### src/rtl/fadd_pipe_if.sv
`default_nettype none
// ============================================================================
// Module   : fadd_pipe_if
// Purpose  : Issue/result handshake bundle for the pipelined FP adder.
// Revision : 1.0 - initial release
// ============================================================================
interface fadd_pipe_if #(
    parameter int EXP_W = 8,
    parameter int MAN_W = 23,
    parameter int TAG_W = 5
);
    localparam int W = 1 + EXP_W + MAN_W;

    logic             in_valid;
    logic             in_ready;
    logic [W-1:0]     x1;
    logic [W-1:0]     x2;
    logic             sub;
    logic [TAG_W-1:0] tag_in;
    logic             out_valid;
    logic             out_ready;
    logic [W-1:0]     y;
    logic [TAG_W-1:0] tag_out;
    logic [2:0]       flags;

    modport master (
        output in_valid, x1, x2, sub, tag_in, out_ready,
        input  in_ready, out_valid, y, tag_out, flags
    );

    modport slave (
        input  in_valid, x1, x2, sub, tag_in, out_ready,
        output in_ready, out_valid, y, tag_out, flags
    );
endinterface
`default_nettype wire

### src/rtl/fadd_pipe.sv
`default_nettype none
// ============================================================================
// Module   : fadd_pipe
// Purpose  : Pipelined IEEE-754 add/subtract, RNE rounding, valid/ready flow.
// Revision : 1.0 - initial release
// ============================================================================
module fadd_pipe #(
    parameter int EXP_W = 8,
    parameter int MAN_W = 23,
    parameter int PIPE  = 3,
    parameter int TAG_W = 5
) (
    input  wire logic       clk,
    input  wire logic       rstn,
    fadd_pipe_if.slave      bus
);
    localparam int W  = 1 + EXP_W + MAN_W;
    localparam int MW = MAN_W + 4;          // {hidden, man, G, R, S}
    localparam int SW = MAN_W + 3;          // alignment shift saturation
    localparam logic [EXP_W-1:0] C_EXP_ONES = '1;

    typedef struct packed {
        logic             valid;
        logic [TAG_W-1:0] tag;
        logic             spec;
        logic [W-1:0]     spec_y;
        logic             spec_inv;
        logic             sign;
        logic             zsign;
        logic             eff_sub;
        logic [EXP_W:0]   exp;
        logic [MW-1:0]    mb;
        logic [MW-1:0]    ms;
    } align_t;

    typedef struct packed {
        logic             valid;
        logic [TAG_W-1:0] tag;
        logic             spec;
        logic [W-1:0]     spec_y;
        logic             spec_inv;
        logic             sign;
        logic [EXP_W:0]   exp;
        logic [MW-1:0]    m;
    } norm_t;

    typedef struct packed {
        logic             valid;
        logic [TAG_W-1:0] tag;
        logic [W-1:0]     y;
        logic [2:0]       flags;
    } out_t;

    align_t w_a, w_aq;
    norm_t  w_n, w_nq;
    out_t   w_o, w_fin, r_o;
    logic   w_adv;

    assign w_adv         = !w_fin.valid || bus.out_ready;
    assign bus.in_ready  = w_adv;
    assign bus.out_valid = w_fin.valid;
    assign bus.y         = w_fin.y;
    assign bus.tag_out   = w_fin.tag;
    assign bus.flags     = w_fin.flags;

    // ---------------------------------------------------------------- align
    logic             w_s1, w_s2, w_s2e;
    logic [EXP_W-1:0] w_e1, w_e2, w_ee1, w_ee2, w_eb, w_es, w_diff;
    logic [MAN_W-1:0] w_m1, w_m2, w_mbig, w_msml;
    logic             w_h1, w_h2, w_hb, w_hs;
    logic             w_nan1, w_nan2, w_inf1, w_inf2, w_snan;
    logic             w_x1_big;
    logic [31:0]      w_shamt;
    logic [2*SW-1:0]  w_sh_in, w_sh_out;

    assign w_s1   = bus.x1[W-1];
    assign w_s2   = bus.x2[W-1];
    assign w_s2e  = w_s2 ^ bus.sub;
    assign w_e1   = bus.x1[W-2:MAN_W];
    assign w_e2   = bus.x2[W-2:MAN_W];
    assign w_m1   = bus.x1[MAN_W-1:0];
    assign w_m2   = bus.x2[MAN_W-1:0];
    assign w_h1   = (w_e1 != '0);
    assign w_h2   = (w_e2 != '0);
    assign w_ee1  = w_h1 ? w_e1 : EXP_W'(1);
    assign w_ee2  = w_h2 ? w_e2 : EXP_W'(1);
    assign w_nan1 = (w_e1 == C_EXP_ONES) && (w_m1 != '0);
    assign w_nan2 = (w_e2 == C_EXP_ONES) && (w_m2 != '0);
    assign w_inf1 = (w_e1 == C_EXP_ONES) && (w_m1 == '0);
    assign w_inf2 = (w_e2 == C_EXP_ONES) && (w_m2 == '0);
    assign w_snan = (w_nan1 && !w_m1[MAN_W-1]) || (w_nan2 && !w_m2[MAN_W-1]);

    assign w_x1_big = {w_e1, w_m1} >= {w_e2, w_m2};
    assign w_eb     = w_x1_big ? w_ee1 : w_ee2;
    assign w_es     = w_x1_big ? w_ee2 : w_ee1;
    assign w_hb     = w_x1_big ? w_h1  : w_h2;
    assign w_hs     = w_x1_big ? w_h2  : w_h1;
    assign w_mbig   = w_x1_big ? w_m1  : w_m2;
    assign w_msml   = w_x1_big ? w_m2  : w_m1;
    assign w_diff   = w_eb - w_es;
    assign w_shamt  = (32'(w_diff) > 32'(SW)) ? 32'(SW) : 32'(w_diff);
    // Bits shifted into the lower half are collapsed into the sticky bit.
    assign w_sh_in  = {w_hs, w_msml, 2'b00, {SW{1'b0}}};
    assign w_sh_out = w_sh_in >> w_shamt;

    always_comb begin
        w_a          = '0;
        w_a.valid    = bus.in_valid;
        w_a.tag      = bus.tag_in;
        w_a.sign     = w_x1_big ? w_s1 : w_s2e;
        w_a.zsign    = w_s1 & w_s2e;
        w_a.eff_sub  = w_s1 ^ w_s2e;
        w_a.exp      = {1'b0, w_eb};
        w_a.mb       = {w_hb, w_mbig, 3'b000};
        w_a.ms       = {w_sh_out[2*SW-1:SW], |w_sh_out[SW-1:0]};
        w_a.spec_inv = w_snan;
        if (w_nan1) begin
            w_a.spec   = 1'b1;
            w_a.spec_y = {w_s1, C_EXP_ONES, 1'b1, w_m1[MAN_W-2:0]};
        end else if (w_nan2) begin
            w_a.spec   = 1'b1;
            w_a.spec_y = {w_s2, C_EXP_ONES, 1'b1, w_m2[MAN_W-2:0]};
        end else if (w_inf1 && w_inf2 && (w_s1 != w_s2e)) begin
            w_a.spec     = 1'b1;
            w_a.spec_inv = 1'b1;
            w_a.spec_y   = {1'b1, C_EXP_ONES, 1'b1, {(MAN_W-1){1'b0}}};
        end else if (w_inf1) begin
            w_a.spec   = 1'b1;
            w_a.spec_y = {w_s1, C_EXP_ONES, {MAN_W{1'b0}}};
        end else if (w_inf2) begin
            w_a.spec   = 1'b1;
            w_a.spec_y = {w_s2e, C_EXP_ONES, {MAN_W{1'b0}}};
        end
    end

    generate
        if (PIPE >= 3) begin : g_s1_reg
            align_t r_a;
            always_ff @(posedge clk or negedge rstn) begin
                if (!rstn)      r_a <= '0;
                else if (w_adv) r_a <= w_a;
            end
            assign w_aq = r_a;
        end else begin : g_s1_comb
            assign w_aq = w_a;
        end
    endgenerate

    // ------------------------------------------------------ add + normalise
    logic [MW:0]  w_sum;
    logic [31:0]  w_lzc, w_lim, w_nsh;

    assign w_sum = w_aq.eff_sub ? ({1'b0, w_aq.mb} - {1'b0, w_aq.ms})
                                : ({1'b0, w_aq.mb} + {1'b0, w_aq.ms});

    always_comb begin
        w_lzc = 32'(MW);
        for (int i = 0; i < MW; i++) begin
            if (w_sum[i]) w_lzc = 32'(MW - 1 - i);
        end
    end

    // Left shift stops at exponent 1 so tiny results fall out as subnormals.
    assign w_lim = 32'(w_aq.exp) - 32'd1;
    assign w_nsh = (w_lzc < w_lim) ? w_lzc : w_lim;

    always_comb begin
        w_n          = '0;
        w_n.valid    = w_aq.valid;
        w_n.tag      = w_aq.tag;
        w_n.spec     = w_aq.spec;
        w_n.spec_y   = w_aq.spec_y;
        w_n.spec_inv = w_aq.spec_inv;
        w_n.sign     = (w_sum == '0) ? w_aq.zsign : w_aq.sign;
        if (w_sum[MW]) begin
            w_n.m   = {w_sum[MW:2], w_sum[1] | w_sum[0]};
            w_n.exp = w_aq.exp + 1'b1;
        end else begin
            w_n.m   = w_sum[MW-1:0] << w_nsh;
            w_n.exp = w_aq.exp - (EXP_W+1)'(w_nsh);
        end
    end

    generate
        if (PIPE >= 2) begin : g_s2_reg
            norm_t r_n;
            always_ff @(posedge clk or negedge rstn) begin
                if (!rstn)      r_n <= '0;
                else if (w_adv) r_n <= w_n;
            end
            assign w_nq = r_n;
        end else begin : g_s2_comb
            assign w_nq = w_n;
        end
    endgenerate

    // -------------------------------------------------------- round + pack
    logic             w_g, w_r, w_st, w_lsb, w_up, w_inexact, w_ovf, w_rh;
    logic [MAN_W+1:0] w_rm;
    logic [EXP_W:0]   w_rexp;
    logic [MAN_W-1:0] w_rman;

    assign w_lsb     = w_nq.m[3];
    assign w_g       = w_nq.m[2];
    assign w_r       = w_nq.m[1];
    assign w_st      = w_nq.m[0];
    assign w_up      = w_g && (w_r || w_st || w_lsb);
    assign w_inexact = w_g | w_r | w_st;
    assign w_rm      = {1'b0, w_nq.m[MW-1:3]} + (MAN_W+2)'(w_up);
    assign w_rexp    = w_rm[MAN_W+1] ? (w_nq.exp + 1'b1) : w_nq.exp;
    assign w_rman    = w_rm[MAN_W+1] ? w_rm[MAN_W:1] : w_rm[MAN_W-1:0];
    assign w_rh      = w_rm[MAN_W+1] | w_rm[MAN_W];
    assign w_ovf     = (w_rexp >= {1'b0, C_EXP_ONES});

    always_comb begin
        w_o       = '0;
        w_o.valid = w_nq.valid;
        w_o.tag   = w_nq.tag;
        if (w_nq.spec) begin
            w_o.y     = w_nq.spec_y;
            w_o.flags = {w_nq.spec_inv, 2'b00};
        end else if (w_ovf) begin
            w_o.y     = {w_nq.sign, C_EXP_ONES, {MAN_W{1'b0}}};
            w_o.flags = 3'b011;
        end else begin
            w_o.y     = {w_nq.sign, (w_rh ? w_rexp[EXP_W-1:0] : {EXP_W{1'b0}}), w_rman};
            w_o.flags = {2'b00, w_inexact};
        end
    end

    always_ff @(posedge clk or negedge rstn) begin
        if (!rstn)      r_o <= '0;
        else if (w_adv) r_o <= w_o;
    end

    generate
        if (PIPE >= 4) begin : g_out_reg
            out_t r_o2;
            always_ff @(posedge clk or negedge rstn) begin
                if (!rstn)      r_o2 <= '0;
                else if (w_adv) r_o2 <= r_o;
            end
            assign w_fin = r_o2;
        end else begin : g_out_direct
            assign w_fin = r_o;
        end
    endgenerate
endmodule
`default_nettype wire

### src/flat_wrapper.sv
// flat-port wrapper written by rule: the top's interface ports become plain ports
module fadd_pipe_flat 
#(
    parameter int EXP_W = 8,
    parameter int MAN_W = 23,
    parameter int PIPE  = 3,
    parameter int TAG_W = 5
)
  (clk, rstn, bus_in_valid, bus_x1, bus_x2, bus_sub, bus_tag_in, bus_out_ready, bus_in_ready, bus_out_valid, bus_y, bus_tag_out, bus_flags);
  fadd_pipe_if #(.EXP_W(EXP_W), .MAN_W(MAN_W), .TAG_W(TAG_W)) bus_i ();
  input  wire logic clk;
  input  wire logic rstn;
  input wire logic [$bits(bus_i.in_valid)-1:0] bus_in_valid;
  input wire logic [$bits(bus_i.x1)-1:0] bus_x1;
  input wire logic [$bits(bus_i.x2)-1:0] bus_x2;
  input wire logic [$bits(bus_i.sub)-1:0] bus_sub;
  input wire logic [$bits(bus_i.tag_in)-1:0] bus_tag_in;
  input wire logic [$bits(bus_i.out_ready)-1:0] bus_out_ready;
  output wire logic [$bits(bus_i.in_ready)-1:0] bus_in_ready;
  output wire logic [$bits(bus_i.out_valid)-1:0] bus_out_valid;
  output wire logic [$bits(bus_i.y)-1:0] bus_y;
  output wire logic [$bits(bus_i.tag_out)-1:0] bus_tag_out;
  output wire logic [$bits(bus_i.flags)-1:0] bus_flags;
  assign bus_i.in_valid = bus_in_valid;
  assign bus_i.x1 = bus_x1;
  assign bus_i.x2 = bus_x2;
  assign bus_i.sub = bus_sub;
  assign bus_i.tag_in = bus_tag_in;
  assign bus_i.out_ready = bus_out_ready;
  assign bus_in_ready = bus_i.in_ready;
  assign bus_out_valid = bus_i.out_valid;
  assign bus_y = bus_i.y;
  assign bus_tag_out = bus_i.tag_out;
  assign bus_flags = bus_i.flags;
  fadd_pipe #(.EXP_W(EXP_W), .MAN_W(MAN_W), .PIPE(PIPE), .TAG_W(TAG_W)) u_core (.clk(clk), .rstn(rstn), .bus(bus_i));
endmodule
### config.mk
export PLATFORM = sky130hd
export DESIGN_NAME = fadd_pipe_flat
export DESIGN_NICKNAME = d
export VERILOG_FILES = /design/src/rtl/fadd_pipe_if.sv /design/src/rtl/fadd_pipe.sv /design/src/flat_wrapper.sv
export SDC_FILE = /design/constraint.sdc
export NUM_CORES = 1
export LEC_CHECK = 0
export CAP_MARGIN = 20
export CELL_PAD_IN_SITES_DETAIL_PLACEMENT = 0
export CELL_PAD_IN_SITES_GLOBAL_PLACEMENT = 1
export CORE_UTILIZATION = 46
export CTS_CLUSTER_SIZE = 10
export DETAILED_ROUTE_END_ITERATION = 8
export HOLD_SLACK_MARGIN = 0.15
export PLACE_DENSITY = 0.91
export SLEW_MARGIN = 30
export SYNTH_ARGS = -nofsm -noshare
export SYNTH_HDL_FRONTEND = slang
export SYNTH_SLANG_ARGS = --single-unit
### constraint.sdc
create_clock -name clk -period 8.95 [get_ports clk]
set_input_delay 1.79 -clock clk [delete_from_list [all_inputs] [get_ports clk]]
set_output_delay 1.79 -clock clk [all_outputs]
set_load 0.02 [all_outputs]
# Yosys cells after proc, flatten, opt, wreduce, memory -nomap -nowiden
# Cells that the tools add are included.
dict set report word_totals {
  regBits 220
  input_bits 74
  output_inout_bits 42
  wordCells 125
}
dict set report op_classes {
  addsub 8
  magnitude_cmp 4
  n_eq_ne 3
  n_shift 2
  muxes 54
  bitwise 7
  n_reduce_logical 24
}
# cell count
set ops {}
lappend ops {{$mux 33} 5}
lappend ops {{$mux 5} 16}
lappend ops {{$mux 23} 3}
lappend ops {{$shr 52x32->52} 1}
lappend ops {{$mux 8} 6}
lappend ops {{$logic_not 23->1} 2}
lappend ops {{$reduce_bool 23->1} 2}
lappend ops {{$mux 36} 1}
lappend ops {{$mux 35} 1}
lappend ops {{$mux 34} 1}
lappend ops {{$lt 5x32->1} 1}
lappend ops {{$mux 32} 1}
lappend ops {{$mux 4} 8}
lappend ops {{$shl 27x32->27} 1}
lappend ops {{$ge 31x31->1} 1}
lappend ops {{$add 27x27->28} 1}
lappend ops {{$logic_not 28->1} 1}
lappend ops {{$mux 28} 1}
lappend ops {{$sub 27x27->28} 1}
lappend ops {{$reduce_or 26->1} 1}
lappend ops {{$add 24x1->25} 1}
lappend ops {{$eq 8x8->1 const B} 2}
lappend ops {{$reduce_bool 8->1} 2}
lappend ops {{$add 8x1->9 const B} 1}
lappend ops {{other kinds (16)} 41}

# Depth between registers and ports, before layout
dict set report depth {
  depth_word 33
  depth_mapped 36
  ltp_nobuf 33
}

# Worst setup path after synthesis
# OpenSTA, ideal clock, no wires.
dict set report synth_path {
  kind {input to register}
  from {input port bus_x2[20]}
  to {register u_core.g_s1_reg.r_a[0] (netlist name)}
  setup_ns 0.139
  t_arrival_ns 8.903
  required_ns 8.811
  setup_slack_ns -0.092
  stages 35
  path_buffers 5
  cell_sequence {inv_1 -> ha_1 -> a21o_1 -> a21o_1 -> a21o_1 -> a21oi_1 -> o21ai_0 -> a31oi_1 -> and4b_1 -> a21oi_1 -> clkbuf_1 -> clkbuf_1 -> clkbuf_1 -> nor3_1 -> a21oi_1 -> ha_1 -> inv_1 -> fa_1 -> a21o_1 -> a21oi_1 -> nor2b_1 -> nor4b_1 -> o21ai_0 -> a2111oi_0 -> clkbuf_1 -> buf_2 -> mux2i_1 -> mux2i_1 -> a21oi_1 -> o21ai_0 -> a21boi_0 -> nor4b_1 -> nand3_1 -> a221oi_1 -> a22oi_1}
}
dict set report synth_between {
  elab_chain_cells 7
  word_cells_on_any_way 10
  cone_classes {1 x add/sub; 2 x order compare; 1 x shift; 5 x mux; 1 x reduce/logical}
}
# item line_no
set synth_rtl {}
lappend synth_rtl {{start: declaration} flat_wrapper.sv:15} ;# input wire logic [$bits(bus_i.x2)-1:0] bus_x2;
lappend synth_rtl {{$ge 31x31->1} fadd_pipe.sv:93} ;# assign w_x1_big = {w_e1, w_m1} >= {w_e2, w_m2};
lappend synth_rtl {{$mux 8, on equally long branches} {fadd_pipe.sv:94, fadd_pipe.sv:95}}
lappend synth_rtl {{$sub 8x8->8} fadd_pipe.sv:100} ;# assign w_diff = w_eb - w_es;
lappend synth_rtl {{$gt 8x5->1} fadd_pipe.sv:101} ;# assign w_shamt = (32'(w_diff) > 32'(SW)) ? 32'(SW) : 32'(w_diff);
lappend synth_rtl {{$mux 8} fadd_pipe.sv:101}
lappend synth_rtl {{$shr 52x32->52 (*)} fadd_pipe.sv:104} ;# assign w_sh_out = w_sh_in >> w_shamt;
lappend synth_rtl {{$reduce_or 26->1 (*)} fadd_pipe.sv:115} ;# w_a.ms = {w_sh_out[2*SW-1:SW], |w_sh_out[SW-1:0]};
lappend synth_rtl {{end signal: assignment} fadd_pipe.sv:141} ;# else if (w_adv) r_a <= w_a;
lappend synth_rtl {{end: declaration} fadd_pipe.sv:138} ;# align_t r_a;
# Every way passes the cells marked *; elsewhere a longest branch is shown, timed or not.
# A chain may end at the register's enable or synchronous reset.

# Worst setup path in the final report
dict set report layout_path {
  from {input port bus_x2[20]}
  to {register u_core.g_s1_reg.r_a[3] (netlist name)}
}
dict set report layout_between {
  elab_chain_cells 6
  word_cells_on_any_way 9
  cone_classes {1 x add/sub; 2 x order compare; 1 x shift; 5 x mux}
}
# item line_no
set layout_rtl {}
lappend layout_rtl {{$ge 31x31->1} fadd_pipe.sv:93}
lappend layout_rtl {{$mux 8, on equally long branches} {fadd_pipe.sv:94, fadd_pipe.sv:95}}
lappend layout_rtl {{$sub 8x8->8} fadd_pipe.sv:100}
lappend layout_rtl {{$gt 8x5->1} fadd_pipe.sv:101}
lappend layout_rtl {{$mux 8} fadd_pipe.sv:101}
lappend layout_rtl {{$shr 52x32->52 (*)} fadd_pipe.sv:104}
# Marked as above.

==> metrics.yaml <==
gp_congestion: 0.988
synthToLayoutAreaGrowth_pct: 16.9
ys_types: 95
multiInputGateArea_sq_mm: 0.0122
synth-compound-area-share_pct: 24.6
post_drt_wl_per_cell_microns: 22.1
arrival_ns: 8.83
place_inst: 2985
report.final.setup_viol: 0
muxShareOfSynthArea_pct: 9.54
clock.fmax_ghz: 0.118
grt.met2_usage_pct: 51.3
cts_buffer_depth: 3
slowest_delay_ns: 0.61
path_clk_slew_ns: 0.06
final-hold-violation-count: 0
synth_cells: 2368
fp.coreArea_sq_mm: 0.0389
grt_max_degree: 208
ys.flop_type: "dfrtp_1"
regToRegStartpoint: "u_core.g_s1_reg.r_a[30]"
die_y_microns: 201
final_cells: 3021
grtUsageMet3_pct: 3.98
die_x_microns: 201
cts-root-buf: "clkbuf_16"
n_fill_cell: 3750
synth.area.top_cells: "dfrtp_1 (28%), mux2i_1 (7.3%), nand2_1 (7.3%), ha_1 (7.1%), a21oi_1 (5.8%)"
worst_slew_pin_slew_ns: 1.01
avgSynthCellArea_sq_um: 7.70
p_per_area_mw_per_mm2: 340
grtUsageMet1_pct: 45.1
port-buffer-count: 115
die_area_sq_mm: 0.0404
rows: 72
hold_class: "reg2reg"
synth_top_family_by_area: "compound AO/OA/AOI/OAI gates"
synth_fa_ha_area_share_pct: 7.40
min_to: "u_core.g_s2_reg.r_n[76]"
grt_pass1_vias: 18100
hp-start: "u_core.g_s2_reg.r_n[76]"
worstRegToRegCells: 34
avgViaCountPerCell: 6.27
synth_seq_cells: 204
place_ws_ns: 0.0876
io_pins: 116
synthArstFlopShare_pct: 100
start_kind: "primary input"
fin_tns_setup_ns: 0
antenna_found_initial: 0
slew_violations: 0
firstDrtPassIters: 6
crit_slowest_cell: "clkdlybuf4s50_1"
rsz0062_at_grt: "false"
synth_top_cell_area_share_pct: 28.0
layout_min_cycle_time_ns: 8.44
cts_hold_buf: 0
fin_ws_ns: 0.506
syn-cell-area_sq_mm: 0.0182
finClkSkew_ns: 0.0198
top_usage_layer: "met2"
reg2reg_slack_ns: 0.71
cts_max_level: 1
worstPathMaxFanout: 11
dpl_cell_area_sq_mm: 0.0206
clock_sinks: 204
hold_depth: 2
clkLatencyLatePin_ns: 0.54
cts_resized: 0
critical_path_required_ns: 9.34
synth_edf_count: 0
drv_cap: 0
initial_core_util_pct: 46.9
drt-initial-drc-count: 2207
synth_top_area_cell: "dfrtp_1"
yosys_warnings: 0
design_area_sq_mm: 0.0213
period_share_pct: 94.4
cts_setup_buffers: 0
ir_drop_mv: 0.176
cp-end-kind: "flop"
synthXorXnorAreaFrac_pct: 3.22
drc_errors: 0
drt-total-wl_mm: 66.8
status: "completed"
slew_headroom_pct: 32.5
drive_gt1_share_pct: 9.15
grt_overflow: 0
vias: 18900
critPathKind: "in2reg"
cts_tree: "yes"
synth-simple-area-share_pct: 21.6
hpwl_mm: 50.9
antennaDiodeCount: 0
holdWs_ns: 0.457
r2r-end: "u_core.g_s2_reg.r_n[35]"
leakagePower_uw: 0.00939
syn_nets: 2548
cts_buffers: 26
grt_pass1_wl_mm: 105
ant_nets: 0
ys_seq_area_share_pct: 28.0
grtUsageTotal_pct: 32.7
nets: 2675
regArea_sq_mm: 0.00510
==> kinds of logic after synthesis <==
family                   after synthesis
AND/OR/NAND/NOR                      875
adder cells (fa/ha/maj)              106
buffers and inverters                259
flip-flops                           204
XOR/XNOR                              67
multiplexers                         162
AO/OA/AOI/OAI                        695
==> area by class of cell <==
type                            instances  area share [%]
Multi-Input combinational cell       1905            57.0
Sequential cell                       204            23.9
Timing Repair Buffer                  250            10.5
Clock buffer                           32            3.34
Tap cell                              518            3.04
Inverter                              108            1.92
Clock inverter                          4           0.188
==> critical path, delay by kind of cell <==
kind | cells | cell delay, ns
AOI/OAI and AO/OA | 15 | 2.96
muxes | 4 | 1.00
buffers and inverters | 7 | 1.67
adders and majority gates | 2 | 0.64
and+or+nand+nor | 4 | 0.76
==> sequential cells by signal (all words and copies together) (netlist names) <==
register,flops
u_core.g_s1_reg.r_a,94
u_core.bus.y,32
u_core.bus.tag_out,5
u_core.bus.out_valid,1
u_core.g_s2_reg.r_n,69
u_core.bus.flags,3
==> power breakdown <==
group / internal, uW / total (uW) / switching [uW] / leakage (uW)
logic: 1830 / 4730 / 2900 / 0.00650
clock network: 554 / 941 / 388 / 0.000363
registers: 1250 / 1580 / 325 / 0.00253
total: 3640 / 7240 / 3610 / 0.00939
==> through the flow <==
step           power (uW)  utilization, %
2_1_floorplan        4550               -
3_3_place_gp         6160            52.8
3_5_place_dp         6200            52.9
4_1_cts              7170            54.8
5_1_grt              7700            54.8
6_report             7240            54.8
==> layer usage <==
| layer | share of wire [%] | up-vias |
|---|---|---|
| li1 | - | 8799 |
| met1 | 43 | 9015 |
| met2 | 45 | 944 |
| met3 | 7.7 | 189 |
| met4 | 4.8 | 0 |
| met5 | 0 | - |
==> worst max-delay path by stage <==
stage	start	cells past startpoint	endpoint
3_3_place_gp	bus_x2[19]	32	u_core.g_s1_reg.r_a[3]
2_1_floorplan	bus_x2[20]	35	u_core.g_s1_reg.r_a[0]
5_1_grt	u_core.g_s1_reg.r_a[30]	34	u_core.g_s2_reg.r_n[35]
4_1_cts	bus_x2[20]	32	u_core.g_s1_reg.r_a[3]
3_5_place_dp	bus_x2[20]	33	u_core.g_s1_reg.r_a[3]
6_report	bus_x2[20]	32	u_core.g_s1_reg.r_a[3]
==> cells in the final DEF (no fill, tap or decap), types with 103 or more instances in the layout <==
cell             synthesis  routed
o21ai_0                145     145
mux2i_1                133     133
a21oi_1                210     209
nor2_1                 256     256
buf_4                    2     128
dfrtp_1                204     204
inv_1                  106     105
ha_1                   103     103
nand2_1                353     353
clkdlybuf4s50_1          0     114
==> synth_stat cells (7+ instances only) <==
cell type  count
nor4_1        26
nor2b_1       22
and2_1        16
a311oi_1       8
or3_1          8
a21oi_1      210
o22ai_1       18
mux2_2        16
buf_2         21
nand2_1      353
o21ai_1        8
a211oi_1      35
a221oi_1      43
a211o_1        8
nor3_1        46
nor2_1       256
mux4_2         7
inv_1        106
xor2_1        25
nand4_1       18
o211ai_1      37
o221ai_1       8
o21ai_0      145
o21a_1        16
nand2b_1      18
clkbuf_1     114
a21o_1        23
ha_1         103
a22oi_1       16
dfrtp_1      204
a31oi_1       21
buf_1         11
xnor2_1       42
mux2i_1      133
a2111oi_0      7
and3_1        17
o31ai_1       19
nand3_1       48
Note: power is estimated with default switching activity, not from simulation.
